[config.mk]
export PLATFORM = sky130hd
export DESIGN_NAME = sm_accumulator
export DESIGN_NICKNAME = d
export VERILOG_FILES = /design/src/rtl/sm_pkg.sv /design/src/rtl/sm_tc2sm_sat.sv /design/src/rtl/sm_accumulator.sv
export SDC_FILE = /design/constraint.sdc
export NUM_CORES = 1
export LEC_CHECK = 0
export ABC_AREA = 0
export CORE_MARGIN = 3
export CORE_UTILIZATION = 30
export CTS_CLUSTER_DIAMETER = 30
export DETAILED_ROUTE_END_ITERATION = 8
export GPL_TIMING_DRIVEN = 0
export PLACE_DENSITY = 0.46
export SETUP_SLACK_MARGIN = 0.2
export SLEW_MARGIN = 30
export SYNTH_ARGS = -nofsm -noshare
export SYNTH_HDL_FRONTEND = slang
export SYNTH_HIERARCHICAL = 1
export SYNTH_SLANG_ARGS = --single-unit
[constraint.sdc]
create_clock -name clk -period 6.95 [get_ports clk]
set_clock_uncertainty 0.15 [all_clocks]
set_input_delay 1.0425 -clock clk [delete_from_list [all_inputs] [get_ports clk]]
set_output_delay 1.0425 -clock clk [all_outputs]
set_load 0.01 [all_outputs]
[src/rtl/sm_pkg.sv]
// Shared sign-magnitude definitions: widths, FSM state encoding, result payload
// and the sign-magnitude to two's-complement helper.
package sm_pkg;

    localparam int unsigned SM_W  = 16;
    localparam int unsigned MAG_W = SM_W - 1;
    localparam int unsigned LEN_W = 8;
    localparam int unsigned ACC_W = SM_W + LEN_W;

    typedef enum logic [1:0] {
        IDLE  = 2'd0,
        ACCUM = 2'd1,
        DONE  = 2'd2
    } state_t;

    typedef struct packed {
        logic            ovf;
        logic [SM_W-1:0] data;
    } sm_result_t;

    // Sign-magnitude word to ACC_W two's complement; negative zero maps to 0.
    function automatic logic [ACC_W-1:0] sm2tc(input logic [SM_W-1:0] x);
        logic [ACC_W-1:0] mag;
        mag = ACC_W'(x[MAG_W-1:0]);
        return x[SM_W-1] ? (ACC_W'(0) - mag) : mag;
    endfunction

endpackage

[src/rtl/sm_tc2sm_sat.sv]
// Two's-complement to sign-magnitude conversion with saturation and overflow flag.
// Zero always comes out as +0 because a zero input has a clear sign bit.
module sm_tc2sm_sat
    import sm_pkg::*;
#(
    parameter int unsigned IN_W = ACC_W
) (
    input  logic [IN_W-1:0] acc,
    output sm_result_t      result_c
);

    logic            neg;
    logic [IN_W-1:0] mag;
    logic            ovf;

    // Magnitude, range check and clamp.
    always_comb begin
        neg           = acc[IN_W-1];
        mag           = neg ? (IN_W'(0) - acc) : acc;
        ovf           = |mag[IN_W-1:MAG_W];
        result_c.ovf  = ovf;
        result_c.data = {neg, (ovf ? {MAG_W{1'b1}} : mag[MAG_W-1:0])};
    end

endmodule

[src/rtl/sm_accumulator.sv]
// Sign-magnitude stream accumulator: sums len products per job and emits one
// saturated sign-magnitude result with an overflow flag.
module sm_accumulator
    import sm_pkg::*;
(
    input  logic             clk,
    input  logic             reset,
    input  logic             start,
    input  logic [LEN_W-1:0] len,
    input  logic             in_valid,
    output logic             in_ready,
    input  logic [SM_W-1:0]  in_data,
    output logic             out_valid,
    input  logic             out_ready,
    output logic [SM_W-1:0]  out_data,
    output logic             out_ovf,
    output logic             busy
);

    state_t           state;
    logic [ACC_W-1:0] acc;
    logic [ACC_W-1:0] acc_sum;
    logic [LEN_W-1:0] count;
    logic [LEN_W-1:0] len_q;
    sm_result_t       sum_res;

    // Running sum including the term currently offered on in_data.
    always_comb begin
        acc_sum = acc + sm2tc(in_data);
    end

    // Result conversion of the sum as it stands after the final handshake.
    sm_tc2sm_sat #(
        .IN_W (ACC_W)
    ) u_sat (
        .acc      (acc_sum),
        .result_c (sum_res)
    );

    // Job control FSM with registered handshake and result outputs.
    always_ff @(posedge clk or posedge reset) begin
        if (reset) begin
            state     <= IDLE;
            acc       <= '0;
            count     <= '0;
            len_q     <= '0;
            in_ready  <= 1'b0;
            out_valid <= 1'b0;
            out_data  <= '0;
            out_ovf   <= 1'b0;
            busy      <= 1'b0;
        end else begin
            case (state)
                IDLE: begin
                    if (start) begin
                        len_q <= len;
                        acc   <= '0;
                        count <= '0;
                        busy  <= 1'b1;
                        if (len != '0) begin
                            state    <= ACCUM;
                            in_ready <= 1'b1;
                        end else begin
                            state     <= DONE;
                            out_valid <= 1'b1;
                            out_data  <= '0;
                            out_ovf   <= 1'b0;
                        end
                    end
                end
                ACCUM: begin
                    if (in_valid && in_ready) begin
                        acc   <= acc_sum;
                        count <= count + LEN_W'(1);
                        if (count == len_q - LEN_W'(1)) begin
                            state     <= DONE;
                            in_ready  <= 1'b0;
                            out_valid <= 1'b1;
                            out_data  <= sum_res.data;
                            out_ovf   <= sum_res.ovf;
                        end
                    end
                end
                DONE: begin
                    if (out_ready) begin
                        state     <= IDLE;
                        out_valid <= 1'b0;
                        busy      <= 1'b0;
                    end
                end
                default: begin
                    state     <= IDLE;
                    in_ready  <= 1'b0;
                    out_valid <= 1'b0;
                    busy      <= 1'b0;
                end
            endcase
        end
    end

endmodule

=== Word level (Yosys, flattened, before mapping) ===
Index checks and enable logic that the tools add are counted.

* Output and inout port bits: 20
* Flip-flop bits (word level): 62
* Word-level logic and storage cells: 75
* Bits of input ports: 29

* Add/subtract/negate cells: 5
* Reductions and logical operators: 12
* Mux-type cells: 38
* Bitwise logic cells: 2
* Eq/ne operators: 9

{| class="wikitable"
|+ Operators with widths
! kind !! number
|-
| two-way mux 24 bit || 4
|-
| two-way mux 16 bit || 4
|-
| one-hot mux 24 bit (2 select lines) || 1
|-
| one-hot mux 16 bit (2 select lines) || 1
|-
| adder 24 bit || 1
|-
| subtractor 1 x 24 -> 24 bit (first input constant) || 1
|-
| two-way mux 8 bit || 2
|-
| one-hot mux 8 bit (2 select lines) || 1
|-
| subtractor 1 x 15 -> 16 bit (first input constant) || 1
|-
| two-way mux 15 bit || 1
|-
| AND reduction 5 bit || 3
|-
| two-way mux 1 bit || 14
|-
| inequality test 2 bit (second input constant) || 6
|-
| two-way mux 2 bit || 5
|-
| one-hot mux 1 bit (3 select lines) || 3
|-
| OR reduction 9 bit || 1
|-
| adder 8 x 1 -> 8 bit (second input constant) || 1
|-
| equality test 8 bit || 1
|-
| nonzero test 8 bit || 1
|-
| subtractor 8 x 1 -> 8 bit (second input constant) || 1
|-
| one-hot mux 2 bit (3 select lines) || 1
|-
| AND reduction 3 bit || 2
|-
| AND reduction 4 bit || 1
|-
| equality test 2 x 1 -> 1 bit (second input constant) || 1
|-
| 7 further kinds || 8
|}

=== Longest topological paths before layout ===
* Word-level depth: 10
* Gate-level depth with buffers: 23
* Depth with buffers taken out: 21

=== Modules after synthesis ===
Netlist, hierarchy kept.

{| class="wikitable"
|+ Modules (own cells, without submodules)
! module !! area an instance (um^2) !! cells each !! times used
|-
| sm_accumulator || 4132.7 || 444 || 1
|-
| sm_tc2sm_sat || 893.4 || 138 || 1
|}

=== Worst setup path before layout ===
No wires, ideal clock.

* Path type: input port to flip-flop
* Start: input in_data[3]
* End: register out_ovf
* Required time: 6.679 ns
* Stages: 20
* Setup time: 0.121 ns
* Data arrival time: 5.656 ns
* Setup slack: 1.023 ns
* Cell sequence: or3_1 -> or3_4 -> or3b_4 -> o31a_1 -> ha_1 -> clkbuf_1 -> a21o_1 -> a31o_2 -> a31oi_1 -> a21boi_0 -> xnor2_1 -> nor4_1 -> nor2b_1 -> nand4b_1 -> mux2_2 -> nand2_1 -> buf_6 -> nand3_1 -> buf_4 -> a22o_1

* Longest elaborated chain between the ends: 9

{| class="wikitable"
|+ RTL lines
! what !! RTL line !! source
|-
| start, declared || sm_accumulator.sv:12 || <nowiki>input logic [SM_W-1:0] in_data,</nowiki>
|-
| subtractor 1 x 15 -> 16 bit || sm_pkg.sv:25 || <nowiki>return x[SM_W-1] ? (ACC_W'(0) - mag) : mag;</nowiki>
|-
| two-way mux 24 bit (*) || sm_pkg.sv:25 ||
|-
| adder 24 bit (*) || sm_accumulator.sv:29 || <nowiki>acc_sum = acc + sm2tc(in_data);</nowiki>
|-
| named net acc_sum[18] || sm_accumulator.sv:22 || <nowiki>logic [ACC_W-1:0] acc_sum;</nowiki>
|-
| subtractor 1 x 24 -> 24 bit || sm_tc2sm_sat.sv:19 || <nowiki>mag = neg ? (IN_W'(0) - acc) : acc;</nowiki>
|-
| two-way mux 24 bit (*) || sm_tc2sm_sat.sv:19 ||
|-
| OR reduction 9 bit (*) || sm_tc2sm_sat.sv:20 || <nowiki>ovf = |mag[IN_W-1:MAG_W];</nowiki>
|-
| named net u_sat.ovf || sm_tc2sm_sat.sv:14 || <nowiki>logic ovf;</nowiki>
|-
| two-way mux 1 bit (*) || sm_accumulator.sv:75 || <nowiki>if (count == len_q - LEN_W'(1)) begin</nowiki>
|-
| two-way mux 1 bit (*) || sm_accumulator.sv:72 || <nowiki>if (in_valid && in_ready) begin</nowiki>
|-
| one-hot mux 1 bit (2 select lines) (*) || sm_accumulator.sv:53 || <nowiki>case (state)</nowiki>
|-
| end signal, assigned || sm_accumulator.sv:80 || <nowiki>out_ovf <= sum_res.ovf;</nowiki>
|-
| end, declared || sm_accumulator.sv:16 || <nowiki>output logic out_ovf,</nowiki>
|}

The timed path passes the listed nets; every way through them passes the cells marked *. The select of a mux whose other input is x is not followed.
A chain may end at the register's enable or synchronous reset.

=== Worst setup path in the final report ===
Ends and elaborated chain as after synthesis.

==> flow_summary.ini <==
[status]
status = finished, final reports clean

[synthesis]
synth_edf_count = 0
yosys_register_bits = 62
yosysWarningCount = 6
syn-cell-area_um2 = 5030
synth_nets = 644
syn_avg_cell_area_um2 = 8.64
netlist_instances = 582
async_reset_ff_frac = 1.00
synth.distinct_cells = 63
synth_ff_type = dfrtp_1
yosysSeqAreaShare = 0.309

[sta]
tightest_slew_ns = 0.829
setup_tns_ns = 0
hold-worst-slack_ns = 0.345
setup_slack_ns = 0.513
slew_violations = 0
finalSetupViolCount = 0
max_freq_mhz = 155
rsz0062_at_grt = no
max-slew-margin-rel = 0.443
finalCriticalPeriod_ns = 6.44
hold_viol_final = 0
min_period_over_period = 0.926

[drt]
detail_route.wl_per_cell_um = 15.7
dr.pass1.iters = 4
ant_nets = 0
wl_mm = 13.5
drc = 0
via_per_inst = 5.12
dr_total_vias = 4432
drtIter0Drc = 251

[grt]
grt_overflow_total = 0
antenna_found_initial = 0
grt_max_degree = 33
grt_pass1_wl_mm = 23.1
track_usage = 0.156
grt_pass1_vias = 4534

[critical_path]
cp_slowest_cell = o31a_2
crit_path_max_fanout = 11
critPathBufInv = 4
r2r_end = out_ovf$_DFFE_PP0P_
crit_family = simple AND/OR/NAND/NOR gates
cp.depth = 21
cp_slowest_stage_delay_ns = 0.46
critPathRequiredTime_ns = 7.02
endpoint_kind = flop
start_kind = input port
reg2reg_depth = 17
cp.arrival_ns = 6.51
cp_cell_sequence = clkdlybuf4s50_1 > or3_1 > or3_4 > or3b_4 > o31a_2 > ha_1 > clkbuf_1 > a21o_1 > a31o_2 > a31oi_1 > a21boi_2 > xnor2_1 > nor4_2 > nor2b_1 > and3_1 > a31oi_1 > o22ai_4 > buf_6 > nand3_1 > buf_4 > a22o_1
critPathMostFrequentCell = a31oi_1
crit_type = in2reg
reg2reg_slack_ns = 2.31
r2r_start = acc[0]$_DFFE_PP0P_

[finish]
finalNonFillerCells = 865
design_area_um2 = 6190
finalCoreUtilization = 0.384
antenna_cells = 0
syn2layout_area_growth_pct = 23.3
drive_above_1_share = 0.0894
fin_nets = 706
final_common_cell = dfrtp_1
final_cell_mix = dfrtp_1, nor2_1, nand2_1, clkdlybuf4s50_1, xnor2_1

[power]
ir_drop_mv = 0.227
fin_total_pwr_mw = 3.44
clock_power_share = 0.148
combPwrFrac = 0.665
switching_power_mw = 1.63
p_int_mw = 1.80
p_per_area_nw_per_um2 = 555
seqPwrFrac = 0.187
sw_frac_of_total = 0.475
cellLeakagePower_nw = 2.61

[clock_network]
cts_inserted_buffers = 9
clockBufferDepth = 2
path_clk_slew_ns = 0.05
clock_latency_ns = 0.33
clock_tree.root_cell = clkbuf_16
tritoncts = built
htree_num_levels = 3
cts.sinks = 62
ctsHoldBuffers = 0

[floorplan]
rows = 46
die_h_um = 135
die_area_um2 = 18300
die_w_um = 135
pin_count = 49
fp.coreArea_um2 = 16100
start_util = 0.312

[place]
dp_hpwl_mm = 10.8
port_buffers = 48
post-place-cells = 847
dpl_worst_slack_ns = -0.216
post_dp_cell_area_um2 = 5800
place_congestion = 0.814

[worst_hold_path]
hold_class = reg2reg
holdPathStages = 2
hold_end = acc[22]$_DFFE_PP0P_
min_from = acc[22]$_DFFE_PP0P_

[run]
cap_violations = 0
layer usage:
layer  routed length, um  GRT usage  vias to the layer above
met1                6970      0.220                     2074
met3                 370     0.0305                        9
li1                    -          -                     2292
met4                 158     0.0398                        0
met2                6050      0.245                       57
met5                   0          0                        -
worst min-delay path, delay by kind of cell, from the launching register on:
family | cells | cell delay [ns]
flops | 1 | 0.35
compound gates | 1 | 0.06
simple gates | 1 | 0.05
layout make-up:
cell class              instances  area, um^2
plain buffers                  25         130
clock inverters                 4        95.1
multi-input cells             475        3320
repair buffers                 51         515
flip-flops and latches         62        1550
clock buffers                  12         236
inverters                      20        77.6
fillers                      1656        9920
well taps                     216         270
registers in the layout, summed over array words and instances (netlist names):
register / count
busy: 1
out_valid: 1
out_data: 16
acc: 24
count: 8
len_q: 8
in_ready: 1
state: 2
out_ovf: 1
what timing repair did:
action / in CTS / in global routing
cloned: 0 / 0
endpoints found under the setup margin: 7 / 16
pin swaps: 0 / 2
buffers inserted: 0 / 2
resized for setup: 2 / 17
synth_stat cells (2+ instances only):
cell       n  area, um^2
a31o_2     3        26.3
nor2b_1    5        31.3
nor3_1    10        50.1
nand2_1   51         191
o31ai_1   10        75.1
nor2_1    51         191
inv_1     20        75.1
nand3_1   23         115
nor4_1    10        62.6
a21o_1     7        52.6
ha_1      32         400
buf_4      4        30.0
o21ai_0   29         145
and3_1     4        25.0
dfrtp_1   62        1550
buf_6      2        22.5
nor3b_1    3        22.5
a31oi_1    5        31.3
o31a_1     2        17.5
a22o_1    39         342
xor2_1    18         158
and2_1     4        25.0
buf_1      2        7.51
o211ai_1   2        15.0
mux2i_1    2        20.0
a21oi_1   33         165
a211oi_1   4        30.0
nand4_1   20         125
nand4b_1   2        17.5
or2_2      2        12.5
a41oi_1    2        17.5
or3_1      9        56.3
o22ai_1    2        12.5
mux2_2     7        78.8
xnor2_1   46         403
nand2b_1   8        50.1
a211o_1    4        35.0
or4_1      3        22.5
clkbuf_1  14        52.6
buf_2      3        15.0
power groups by stage:
stage	clock network, mW	registers (mW)	logic (mW)
final	0.508	0.642	2.29
after global routing	0.542	0.668	2.57
after CTS	0.523	0.645	2.25
after detailed placement	0	0.646	2.24
after global placement	0	0.647	2.22
after floorplan	0	0.635	1.66
worst max path at each step:
stage	start	endpoint	slack (ns)
final	in_data[3]	out_ovf$_DFFE_PP0P_	0.51
after global routing	in_data[3]	out_ovf$_DFFE_PP0P_	0.19
after floorplan	in_data[3]	out_ovf$_DFFE_PP0P_	1.02
after CTS	in_data[3]	out_data[13]$_DFFE_PP0P_	0.30
after detailed placement	in_data[3]	out_ovf$_DFFE_PP0P_	-0.22
after global placement	in_data[3]	out_ovf$_DFFE_PP0P_	-0.25
cells by family after synthesis:
family,Yosys count,share of synthesized area
AND/OR/NAND/NOR,212,0.217
adder cells (fa/ha/maj),33,0.0836
flip-flops,62,0.309
multiplexers,9,0.0197
buffers and inverters,45,0.0403
XOR/XNOR,64,0.112
AO/OA/AOI/OAI,157,0.219
Power figures use the tool's default switching activity.
